===== config.mk =====
export PLATFORM = sky130hd
export DESIGN_NAME = fixed_point_div
export DESIGN_NICKNAME = d
export VERILOG_FILES = /design/src/rtl/fixed_point_div.sv
export SDC_FILE = /design/constraint.sdc
export NUM_CORES = 1
export LEC_CHECK = 0
export CAP_MARGIN = 20
export CORE_ASPECT_RATIO = 0.5
export CORE_MARGIN = 2
export CORE_UTILIZATION = 55
export CTS_CLUSTER_SIZE = 10
export DETAILED_ROUTE_END_ITERATION = 6
export GPL_TIMING_DRIVEN = 0
export HOLD_SLACK_MARGIN = 0.15
export PLACE_DENSITY = 0.85
export REMOVE_ABC_BUFFERS = 1
export SYNTH_ARGS = -nofsm -noshare
export SYNTH_HDL_FRONTEND = slang
export SYNTH_SLANG_ARGS = --single-unit

===== constraint.sdc =====
create_clock -name clk -period 4.1 [get_ports clk]
set_clock_uncertainty 0.2 [all_clocks]
set_input_delay 0.82 -clock clk [delete_from_list [all_inputs] [get_ports clk]]
set_output_delay 0.82 -clock clk [all_outputs]
set_load 0.005 [all_outputs]

===== src/rtl/fixed_point_div.sv =====
// fixed_point_div: sign-magnitude fixed-point divider, one restoring step per clock.
// Latency: result at edge k+N+1 after start at edge k (N = BITSIZE-1+FRAC); k+1 for a zero divisor.
// Backpressure: none; start is honoured only while idle (busy=0), requests made while busy are dropped.
//
// Ports:
//   clk, rst     - rising-edge clock, asynchronous active-high reset
//   start, A, B  - request, dividend and divisor (sign-magnitude, FRAC fractional bits)
//   Q            - registered quotient (sign-magnitude), held until the next result
//   valid        - one-cycle pulse marking a new Q
//   busy         - high whenever the FSM is not idle
//   div_by_zero  - Q is the saturated result of a zero-magnitude divisor
//   overflow     - Q is saturated because the quotient does not fit the magnitude field
module fixed_point_div #(
  parameter int BITSIZE = 16,
  parameter int FRAC    = 8
) (
  input  logic               clk,
  input  logic               rst,
  input  logic               start,
  input  logic [BITSIZE-1:0] A,
  input  logic [BITSIZE-1:0] B,
  output logic [BITSIZE-1:0] Q,
  output logic               valid,
  output logic               busy,
  output logic               div_by_zero,
  output logic               overflow
);

  localparam int MW = BITSIZE - 1;        // magnitude width
  localparam int N  = MW + FRAC;          // numerator width = number of division steps
  localparam int CW = $clog2(N + 1);

  typedef enum logic [1:0] {IDLE, CALC, DONE} state_t;

  state_t        r_state;
  logic [N-1:0]  r_num;     // shifted dividend magnitude, consumed MSB first
  logic [N-1:0]  r_quo;     // raw quotient, built LSB first
  logic [MW-1:0] r_den;     // divisor magnitude
  logic [MW-1:0] r_rem;     // partial remainder, always < r_den
  logic          r_sign;
  logic [CW-1:0] r_cnt;

  logic [MW:0]   w_trial;
  logic          w_ge;
  logic [MW-1:0] w_diff;
  logic [MW-1:0] w_rem_next;
  logic          w_dz;
  logic          w_ovf;
  logic [MW-1:0] w_mag;

  // Restoring step: bring down the next numerator bit and subtract if it fits.
  assign w_trial    = {r_rem, r_num[N-1]};
  assign w_ge       = (w_trial >= {1'b0, r_den});
  // When w_ge holds the true difference is below r_den, so the low MW bits of the
  // modular subtraction are the whole answer.
  assign w_diff     = w_trial[MW-1:0] - r_den;
  assign w_rem_next = w_ge ? w_diff : w_trial[MW-1:0];

  assign w_dz  = (r_den == '0);
  assign w_ovf = |r_quo[N-1:MW];
  assign w_mag = r_quo[MW-1:0];

  always_ff @(posedge clk or posedge rst) begin
    if (rst) begin
      r_state     <= IDLE;
      r_num       <= '0;
      r_quo       <= '0;
      r_den       <= '0;
      r_rem       <= '0;
      r_sign      <= 1'b0;
      r_cnt       <= '0;
      Q           <= '0;
      valid       <= 1'b0;
      busy        <= 1'b0;
      div_by_zero <= 1'b0;
      overflow    <= 1'b0;
    end else begin
      valid <= 1'b0;
      case (r_state)
        IDLE: begin
          if (start) begin
            r_num   <= {A[MW-1:0], {FRAC{1'b0}}};
            r_den   <= B[MW-1:0];
            r_sign  <= A[MW] ^ B[MW];
            r_rem   <= '0;
            r_quo   <= '0;
            r_cnt   <= '0;
            r_state <= CALC;
            busy    <= 1'b1;
          end
        end
        CALC: begin
          if (w_dz) begin
            // Zero divisor skips the iteration so its result lands one edge after start.
            Q           <= {r_sign, {MW{1'b1}}};
            div_by_zero <= 1'b1;
            overflow    <= 1'b0;
            valid       <= 1'b1;
            r_state     <= DONE;
          end else if (r_cnt == CW'(N)) begin
            if (w_ovf) begin
              Q        <= {r_sign, {MW{1'b1}}};
              overflow <= 1'b1;
            end else begin
              // A zero magnitude never carries a negative sign.
              Q        <= {r_sign & (|w_mag), w_mag};
              overflow <= 1'b0;
            end
            div_by_zero <= 1'b0;
            valid       <= 1'b1;
            r_state     <= DONE;
          end else begin
            r_rem <= w_rem_next;
            r_num <= {r_num[N-2:0], 1'b0};
            r_quo <= {r_quo[N-2:0], w_ge};
            r_cnt <= r_cnt + 1'b1;
          end
        end
        DONE: begin
          r_state <= IDLE;
          busy    <= 1'b0;
        end
        default: begin
          r_state <= IDLE;
          busy    <= 1'b0;
        end
      endcase
    end
  end

endmodule


==> impl_metrics.yaml <==
outcome:
  status: "complete, no violations"
yosys:
  synth_edf_count: 0
  yosys.area.top_type_share_pct: 50.39
  ys_types: 43
  yosys.area.top_type: "dfrtp_1"
  syn_avg_cell_area_um2: 9.150
  synthTopCellsByArea: "dfrtp_1, nand2_1, o21ai_0"
  async_reset_ff_share_pct: 100.0
  synthCells: 521
  yosysSeqAreaShare_pct: 50.39
  ys_warn_count: 0
  postSynthRegisterBits: 96
  syn_area_um2: 4767
  ys.flop_type: "dfrtp_1"
die:
  fp.dieW_um: 135.7
  io_pins: 55
  row_count: 23
  start_util_pct: 58.12
  die-height_um: 69.83
  core_um2: 8202
  dieArea_um2: 9473
power_and_ir_drop:
  seqPwrFrac_pct: 31.8
  power.leakage_uw: 0.002622
  p_sw_uw: 2365
  clock_power_share_pct: 14.9
  power_density_nw_per_um2: 952.2
  irDropWorstVdd_v: 0.0003454
  p_int_uw: 3080
  p_comb_share_pct: 53.3
  swShare_pct: 43.43
sta:
  slew_headroom_pct: 32.87
  timing.final.crit_share_pct: 78.92
  setup_viol: 0
  hold_slack_ps: 280.9
  grt_setup_unrepaired: "no"
  worstMarginPinSlew_ps: 1004
  report.final.slew_viol_count: 0
  fin_setup_tns_ps: 0
  timing.final.ws_setup_ps: 864.4
  fmax_mhz: 309.1
  final_hold_viol_count: 0
  finalCriticalPeriod_ps: 3236
clock_tree:
  numCtsBuffers: 9
  insertion_delay_ps: 350
  holdBufCountCts: 0
  clk_path_buf_depth: 2
  cts.clk_slew.worst_paths_ps: 70
  clkSinkCount: 96
  cts_resized: 0
  tritoncts: "built"
  cts_setup_buffers: 0
  cts-root-buf: "clkbuf_16"
  cts_max_level: 3
route:
  drc: 0
  ant_nets: 0
  avgRoutedWirePerCell_um: 15.53
  wirelength_um: 10560
  drt_pass1_iterations: 5
  vias: 3835
  drt_iter0_drc: 290
  vias_per_cell: 5.640
setup_path:
  crit_type: "flip-flop to flip-flop"
  worstPathRequired_ps: 4120
  cp-end-kind: "flip-flop"
  arrival_ps: 3250
  cp-start-kind: "flip-flop"
  path_max_fanout: 10
placement:
  place_ws_ps: 933.9
  postPlaceCellArea_um2: 5418
  dp.cells: 663
  place.gp.congestion: 0.8641
  dp_hpwl_um: 6952
  portBuffers: 54
cells_and_area:
  final_common_cell: "nand2_1"
  final_nets: 615
  layout.cells.non_filler: 680
  drive_above_1_share_pct: 6.162
  num-fill-cells: 631
  area_delta_synth_final_pct: 19.97
  final_cell_mix: "nand2_1, dfrtp_1, o21ai_0, clkdlybuf4s50_1, nand3_1"
  antennaDiodeCount: 0
  final_area_um2: 5719
grt:
  grt_pass1_vias: 3692
  antenna_found_initial: 0
  gr-total-overflow: 0
  track_usage_pct: 24.03
  grt_pass1_wl_um: 17840
  grt_max_degree: 64
min_path:
  holdCritPathClass: "flip-flop to flip-flop"
flow_run:
  drv_cap: 0
registers in the layout, summed over array words and instances, names as in the netlist:
signal	count
valid	1
r_rem	15
busy	1
r_cnt	5
overflow	1
r_den	15
Q	16
r_num	15
r_quo	23
r_state	2
div_by_zero	1
r_sign	1
per-stage QoR:
step	total power [uW]	utilization, %
5_1_grt	5907	69.73
3_5_place_dp	4582	66.06
6_report	5446	69.73
3_3_place_gp	4385	64.87
4_1_cts	5435	69.55
2_1_floorplan	3740	-
synth_stat cells, drive strengths merged, types with 5 or more instances:
cell type,count
a21oi,15
buf,5
clkbuf,23
dfrtp,96
ha,16
inv,23
mux2i,22
nand2,113
nand3,48
nand4,7
nor2,26
nor4,5
o211ai,5
o21ai,70
xnor2,8
xor2,8
final cells by class:
type	count	area (um^2)	area share (%)
clock buffers	9	225.2	3.938
flip-flops and latches	96	2402	42.00
well taps	112	140.1	2.450
multi-input cells	374	2161	37.78
inverters	23	88.84	1.553
repair buffers	59	640.6	11.20
clock inverters	7	61.31	1.072
cells by family after synthesis:
kind of cell             count (synthesis)  synth area share [%]
flip-flops                              96                 50.39
adder cells (fa/ha/maj)                 17                 4.619
AND/OR/NAND/NOR                        215                 19.71
XOR/XNOR                                16                 2.940
AO/OA/AOI/OAI                          103                 12.91
buffers and inverters                   51                 4.488
multiplexers                            23                 4.934
power groups by stage:
stage	sequential, uW	combinational [uW]	clock (uW)
2_1_floorplan	1650	2090	0
3_3_place_gp	1710	2680	0
3_5_place_dp	1730	2850	0
4_1_cts	1720	2890	820
5_1_grt	1780	3260	867
6_report	1730	2900	810
critical path, stage by stage, from the launching register on:
cell and delay, ps:
dfrtp_1 380, inv_1 80, ha_1 150, inv_1 60, fa_1 390, a21oi_1 220
nor2_1 100, nor3_1 250, a2111oi_2 110, a2111o_1 640, nand2_1 360, o211ai_1 150
final timing paths:
check | slack (ps) | depth (start not counted) | endpoint | start
min reg2reg | 280 | 2 | r_num[14] | r_num[14]
max in group asynchronous | 2410 | 3 | r_rem[11] | rst
max reg2reg | 860 | 11 | r_rem[7] | r_num[22]
max | 860 | 11 | r_rem[7] | r_num[22]
min | 280 | 2 | r_num[14] | r_num[14]
min in group asynchronous | 630 | 2 | Q[11] | rst
metal layers:
| layer | global-route usage (%) | wire [um] |
|---|---|---|
| met1 | 31.17 | 4752 |
| met2 | 40.29 | 5241 |
| met3 | 5.629 | 415 |
| met4 | 7.292 | 154 |
| met5 | 0 | 0 |
No activity file was read; power rests on OpenSTA's default activity.
==> edit 1, RTL diff (config.mk and constraints unchanged) <==
Register the output `Q` once more, without a reset; this adds one clock of latency there. The other outputs are not delayed to match. Comments in the files are not updated.
--- a/src/rtl/fixed_point_div.sv
+++ b/src/rtl/fixed_point_div.sv
@@ -31,6 +31,8 @@
   localparam int CW = $clog2(N + 1);
 
   typedef enum logic [1:0] {IDLE, CALC, DONE} state_t;
+
+  logic [BITSIZE-1:0] Q_s0;
 
   state_t        r_state;
   logic [N-1:0]  r_num;     // shifted dividend magnitude, consumed MSB first
@@ -69,7 +71,7 @@
       r_rem       <= '0;
       r_sign      <= 1'b0;
       r_cnt       <= '0;
-      Q           <= '0;
+      Q_s0        <= '0;
       valid       <= 1'b0;
       busy        <= 1'b0;
       div_by_zero <= 1'b0;
@@ -92,18 +94,18 @@
         CALC: begin
           if (w_dz) begin
             // Zero divisor skips the iteration so its result lands one edge after start.
-            Q           <= {r_sign, {MW{1'b1}}};
+            Q_s0        <= {r_sign, {MW{1'b1}}};
             div_by_zero <= 1'b1;
             overflow    <= 1'b0;
             valid       <= 1'b1;
             r_state     <= DONE;
           end else if (r_cnt == CW'(N)) begin
             if (w_ovf) begin
-              Q        <= {r_sign, {MW{1'b1}}};
+              Q_s0     <= {r_sign, {MW{1'b1}}};
               overflow <= 1'b1;
             end else begin
               // A zero magnitude never carries a negative sign.
-              Q        <= {r_sign & (|w_mag), w_mag};
+              Q_s0     <= {r_sign & (|w_mag), w_mag};
               overflow <= 1'b0;
             end
             div_by_zero <= 1'b0;
@@ -128,5 +130,9 @@
     end
   end
 
+  always_ff @(posedge clk) begin
+    Q <= Q_s0;
+  end
+
 endmodule
 
Formal check against the unedited RTL: not equivalent (a bounded check fails within 4 cycles, from zero or initial values and one cycle with rst high).
==> edit 1 against the unedited design <==
Via count rose by 11%; worst hold slack worse by 0.11 ns; area after synthesis increased by 10%; clock power increased by 10%; sequential cell count rose by 16; total power grew 11%; final area grew 7.7%; routed wire length up 8.2%; combinational power increased by 11%; worst setup slack worse by 0.22 ns; critical path type unchanged; largest cell class unchanged; highest routed layer unchanged.
==> edit 1: results (changes against the unedited design) <==
[status]
outcome=complete, no violations

[finish]
area_delta_synth_final_pct=17.5
fillers=680  ; +7.8%
num-nets-final=661  ; +7.5%
top_regs=r_quo (23), Q (16), Q_s0 (16)
antenna_cells_inserted=0  ; unchanged
drive_above_1_share=0.0555  ; -0.00615
stdcell_count=734  ; +7.9%

[critical_path]
critical_path_arrival_ns=3.46  ; +0.21 ns
crit_path_max_fanout=47  ; +37
top_delay_family_on_crit_path=simple AND/OR/NAND/NOR gates
slowest_stage=nor2_4
critical-path-max-stage-delay_ns=0.85  ; +0.21 ns

[clocking]
cts-resized-gates=0  ; unchanged
number_of_buffers_on_the_longest_clock_path=2  ; unchanged
clock_insertion_delay_worst_skew_ns=0.35  ; about the same
path_clk_slew_ns=0.07  ; about the same
cts_max_level=3  ; unchanged
cts_setup_buffers=0  ; unchanged
cts_root_buf=clkbuf_16

[synthesis]
post_synth_main_area_contributors=dfrtp_1 46%, nand2_1 9.7%, dfxtp_1 6.1%
synth.cells.most_frequent=136 x nand2_1, 96 x dfrtp_1, 50 x o21ai_0
syn_area_per_cell_um2=9.15  ; about the same
ys_async_sr_fraction=0.857  ; -0.143
synth_cell_type_count=58  ; +35%
yosysSeqAreaShare=0.519  ; +0.0151

[route]
via_count=4265  ; +11%
met2WireLength_mm=5.83  ; +11%
met1_length_mm=4.75  ; about the same
detail_route.first_pass.iterations=6  ; +1
detail_route.wl_per_cell_um=15.6  ; +0.26%
met3RoutedLength_um=619  ; +49%
drt_iter0_markers=348  ; +20%
maxUsedRoutingLayer=met4

[power_and_ir_drop]
vdd.ir_drop.worst_mv=0.359  ; +4.0%
leakagePower_uw=0.00276  ; +5.2%

[grt]
grtUsageTotal=0.233  ; -0.00774
grt_pass1_wl_mm=18.9  ; +5.8%
grt_max_degree=58  ; -9.4%
antenna_found_initial=0  ; unchanged
first_global_vias=3989  ; +8.0%

[placed_design]
dp_cells=717  ; +8.1%
detailed_place.area_um2=5820  ; +7.3%
routabilityCongestion=0.844  ; -2.3%
dp_hpwl_mm=7.48  ; +7.6%
numPortBuffers=54  ; unchanged

[min_path]
worstHoldPathType=reg -> reg

[sta]
timing.slew.headroom=0.327  ; -0.00178

-- edit 1: cells by family after synthesis --
kind of cell,count (synthesis),share of synthesized area
adder cells (fa/ha/maj),17,0.0420
buffers and inverters,58,0.0546
multiplexers,3,0.00596
AO/OA/AOI/OAI,120,0.145
AND/OR/NAND/NOR,249,0.210
XOR/XNOR,14,0.0234
flip-flops,112,0.519
-- edit 1: final timing paths --
kind	startpoint	end	slack, ns	cells after the start
worst max-delay path	r_den[3]	r_num[22]	0.65	7
worst min-delay path	Q_s0[6]	Q[6]	0.17	0
worst max register to register	r_den[3]	r_num[22]	0.65	7
worst min register to register	Q_s0[6]	Q[6]	0.17	0
max in group asynchronous	rst	r_quo[3]	2.39	3
min in group asynchronous	rst	r_quo[16]	0.67	2
-- edit 1: routing by layer --
layer | GRT usage | up-vias
li1 | - | 2032
met1 | 0.295 | 2064
met2 | 0.403 | 145
met3 | 0.0499 | 24
met4 | 0.0811 | 0
met5 | 0 | -
-- edit 1: report_power, final --
| group | total, µW | internal (µW) | switching [µW] |
|---|---|---|---|
| combinational | 3210 | 1290 | 1920 |
| clock | 891 | 481 | 410 |
| sequential | 1950 | 1610 | 343 |
-- edit 1: metrics by stage --
| stage | power, µW | setup slack, ns |
|---|---|---|
| after floorplan | 4190 | 0.575 |
| after global placement | 4890 | -0.786 |
| after detailed placement | 5100 | 0.388 |
| after CTS | 6030 | 0.683 |
| after global routing | 6560 | 0.396 |
| final | 6050 | 0.646 |
-- edit 1: final cells by class --
| cell class | instances | share of cell area |
|---|---|---|
| Sequential cell | 112 | 0.442 |
| Multi-Input combinational cell | 403 | 0.363 |
| Timing Repair Buffer | 59 | 0.106 |
| Clock buffer | 9 | 0.0366 |
| Tap cell | 121 | 0.0246 |
| Inverter | 24 | 0.0150 |
| Clock inverter | 6 | 0.0126 |
==> edit 2, RTL diff (config.mk and constraints unchanged) <==
Without the edit above. `FRAC`: 8 -> 16.
--- a/src/rtl/fixed_point_div.sv
+++ b/src/rtl/fixed_point_div.sv
@@ -12,7 +12,7 @@
 //   overflow     - Q is saturated because the quotient does not fit the magnitude field
 module fixed_point_div #(
   parameter int BITSIZE = 16,
-  parameter int FRAC    = 8
+  parameter int FRAC    = 16
 ) (
   input  logic               clk,
   input  logic               rst,
Function: no difference found for any inputs over 10 cycles, from zero or initial values and one cycle with rst high; that may be too few to reach the edited logic, so the function may still have changed.
==> edit 2 against the unedited design <==
Routed wire length up 14%; sequential cell count up 8; combinational power fell by 5%; critical endpoint is now r_num[30]; core utilization shrank 0.57 points; worst setup slack worse by 0.11 ns; largest power group unchanged; total power fell by 1.5%; die area is 8.4% higher; count of clock-buffer cells in the layout stayed put; area after synthesis is 8.8% higher; maximum frequency shrank 3.2%; final area increased by 7.9%; non-clock buffer count rose by 4; global-route usage increased by 0.69 points.
==> edit 2: results (changes against the unedited design) <==
[sta]
timing.slew.headroom=0.325  ; -0.00411
timing.final.crit_share=0.815  ; +0.0260
hold_slack_ns=0.283  ; +0.00181 ns

[min_path]
min_from=r_num[17]
hold_end=r_num[17]
worstHoldPathType=reg -> reg

[power_and_ir_drop]
vdd.ir_drop.worst_mv=0.326  ; -5.6%
leakagePower_uw=0.00281  ; +7.3%

[finish]
num-nets-final=655  ; +6.5%
stdcell_count=723  ; +6.3%
drive_above_1_share=0.0644  ; +0.00274
top_regs=r_quo (31), Q (16)

[critical_path]
r2r-end=r_num[30]
cp-endpoint=r_num[30]
timing.rr.start=r_cnt[0]
worstRegToRegCells=11  ; unchanged
critical_path_arrival_ns=3.41  ; +0.16 ns
crit_path_max_fanout=23  ; +13
worst-r2r-setup-slack_ns=0.76  ; -0.11 ns

[synthesis]
synth_cell_type_count=59  ; +37%
post_synth_main_area_contributors=dfrtp_1 50%, nand2_1 10%, ha_1 4.1%
synth.cells.most_frequent=144 x nand2_1, 104 x dfrtp_1, 36 x nand3_1
ys_async_sr_fraction=1.00  ; unchanged
yosys_warnings=0  ; unchanged
syn_area_per_cell_um2=9.21  ; +0.70%
yosysSeqAreaShare=0.502  ; -0.00225

[grt]
grtUsageTotal=0.247  ; +0.00694
grt_max_degree=61  ; -4.7%
antenna_found_initial=0  ; unchanged
grt_pass1_wl_mm=20.0  ; +12%
first_global_vias=4101  ; +11%

[placed_design]
detailed_place.area_um2=5890  ; +8.7%
dp_hpwl_mm=8.10  ; +16%
dp_cells=708  ; +6.8%
routabilityCongestion=0.901  ; +4.2%
dpl_worst_slack_ns=0.822  ; -0.112 ns

[clocking]
cts_root_buf=clkbuf_16
number_of_buffers_on_the_longest_clock_path=2  ; unchanged
clock_insertion_delay_worst_skew_ns=0.35  ; about the same

[route]
via_count=4275  ; +11%
drt_iter0_markers=264  ; -9.0%
postRouteWirelength_mm=12.0  ; +14%

[status]
outcome=complete, no violations

[edit 2: cell count changes after synthesis, moves of 8 or more]
| cell | unedited run | this run |
|---|---|---|
| o22a_1 | 0 | 15 |
| a22oi_1 | 0 | 14 |
| dfrtp_1 | 96 | 104 |
| buf_2 | 0 | 11 |
| nand3_1 | 48 | 36 |
| o21ai_0 | 67 | 35 |
| mux2i_1 | 22 | 1 |
| o211ai_1 | 5 | 17 |
| nand2_1 | 113 | 144 |
[edit 2: logic make-up after synthesis]
| group | share of synthesized area |
|---|---|
| AOI/OAI and AO/OA | 0.178 |
| xor gates and xnor gates | 0.0203 |
| adders and majority gates | 0.0449 |
| buffers and inverters | 0.0463 |
| DFF | 0.502 |
| muxes | 0.00410 |
| and+or+nand+nor | 0.205 |
[edit 2: critical path, cell delays in order (launching register included)]
cell,delay [ns]
dfrtp_1,0.42
ha_1,0.22
and3_1,0.19
ha_1,0.24
nor3_2,0.84
buf_8,0.25
buf_6,0.16
nor2_2,0.17
buf_8,0.26
inv_1,0.10
nor2_1,0.05
a31oi_1,0.15
[edit 2: layout make-up]
| type | instances | area [µm²] |
|---|---|---|
| sequential | 104 | 2600 |
| fill | 657 | 2750 |
| inverter | 23 | 88.8 |
| clock inverter | 6 | 53.8 |
| multi-input combinational | 401 | 2350 |
| clock buffer | 9 | 225 |
| timing repair buffer | 63 | 698 |
| tap | 117 | 146 |
[edit 2: metal layers]
layer  GRT usage  up-vias  wire length [µm]
li1            -     2042                 -
met1       0.327     2092              5340
met2       0.422      129              5920
met3      0.0499       12               630
met4      0.0744        0               126
met5           0        -                 0
[edit 2: power by group]
group | switching [µW] | internal (µW)
sequential | 316 | 1460
combinational | 1530 | 1230
clock | 407 | 418
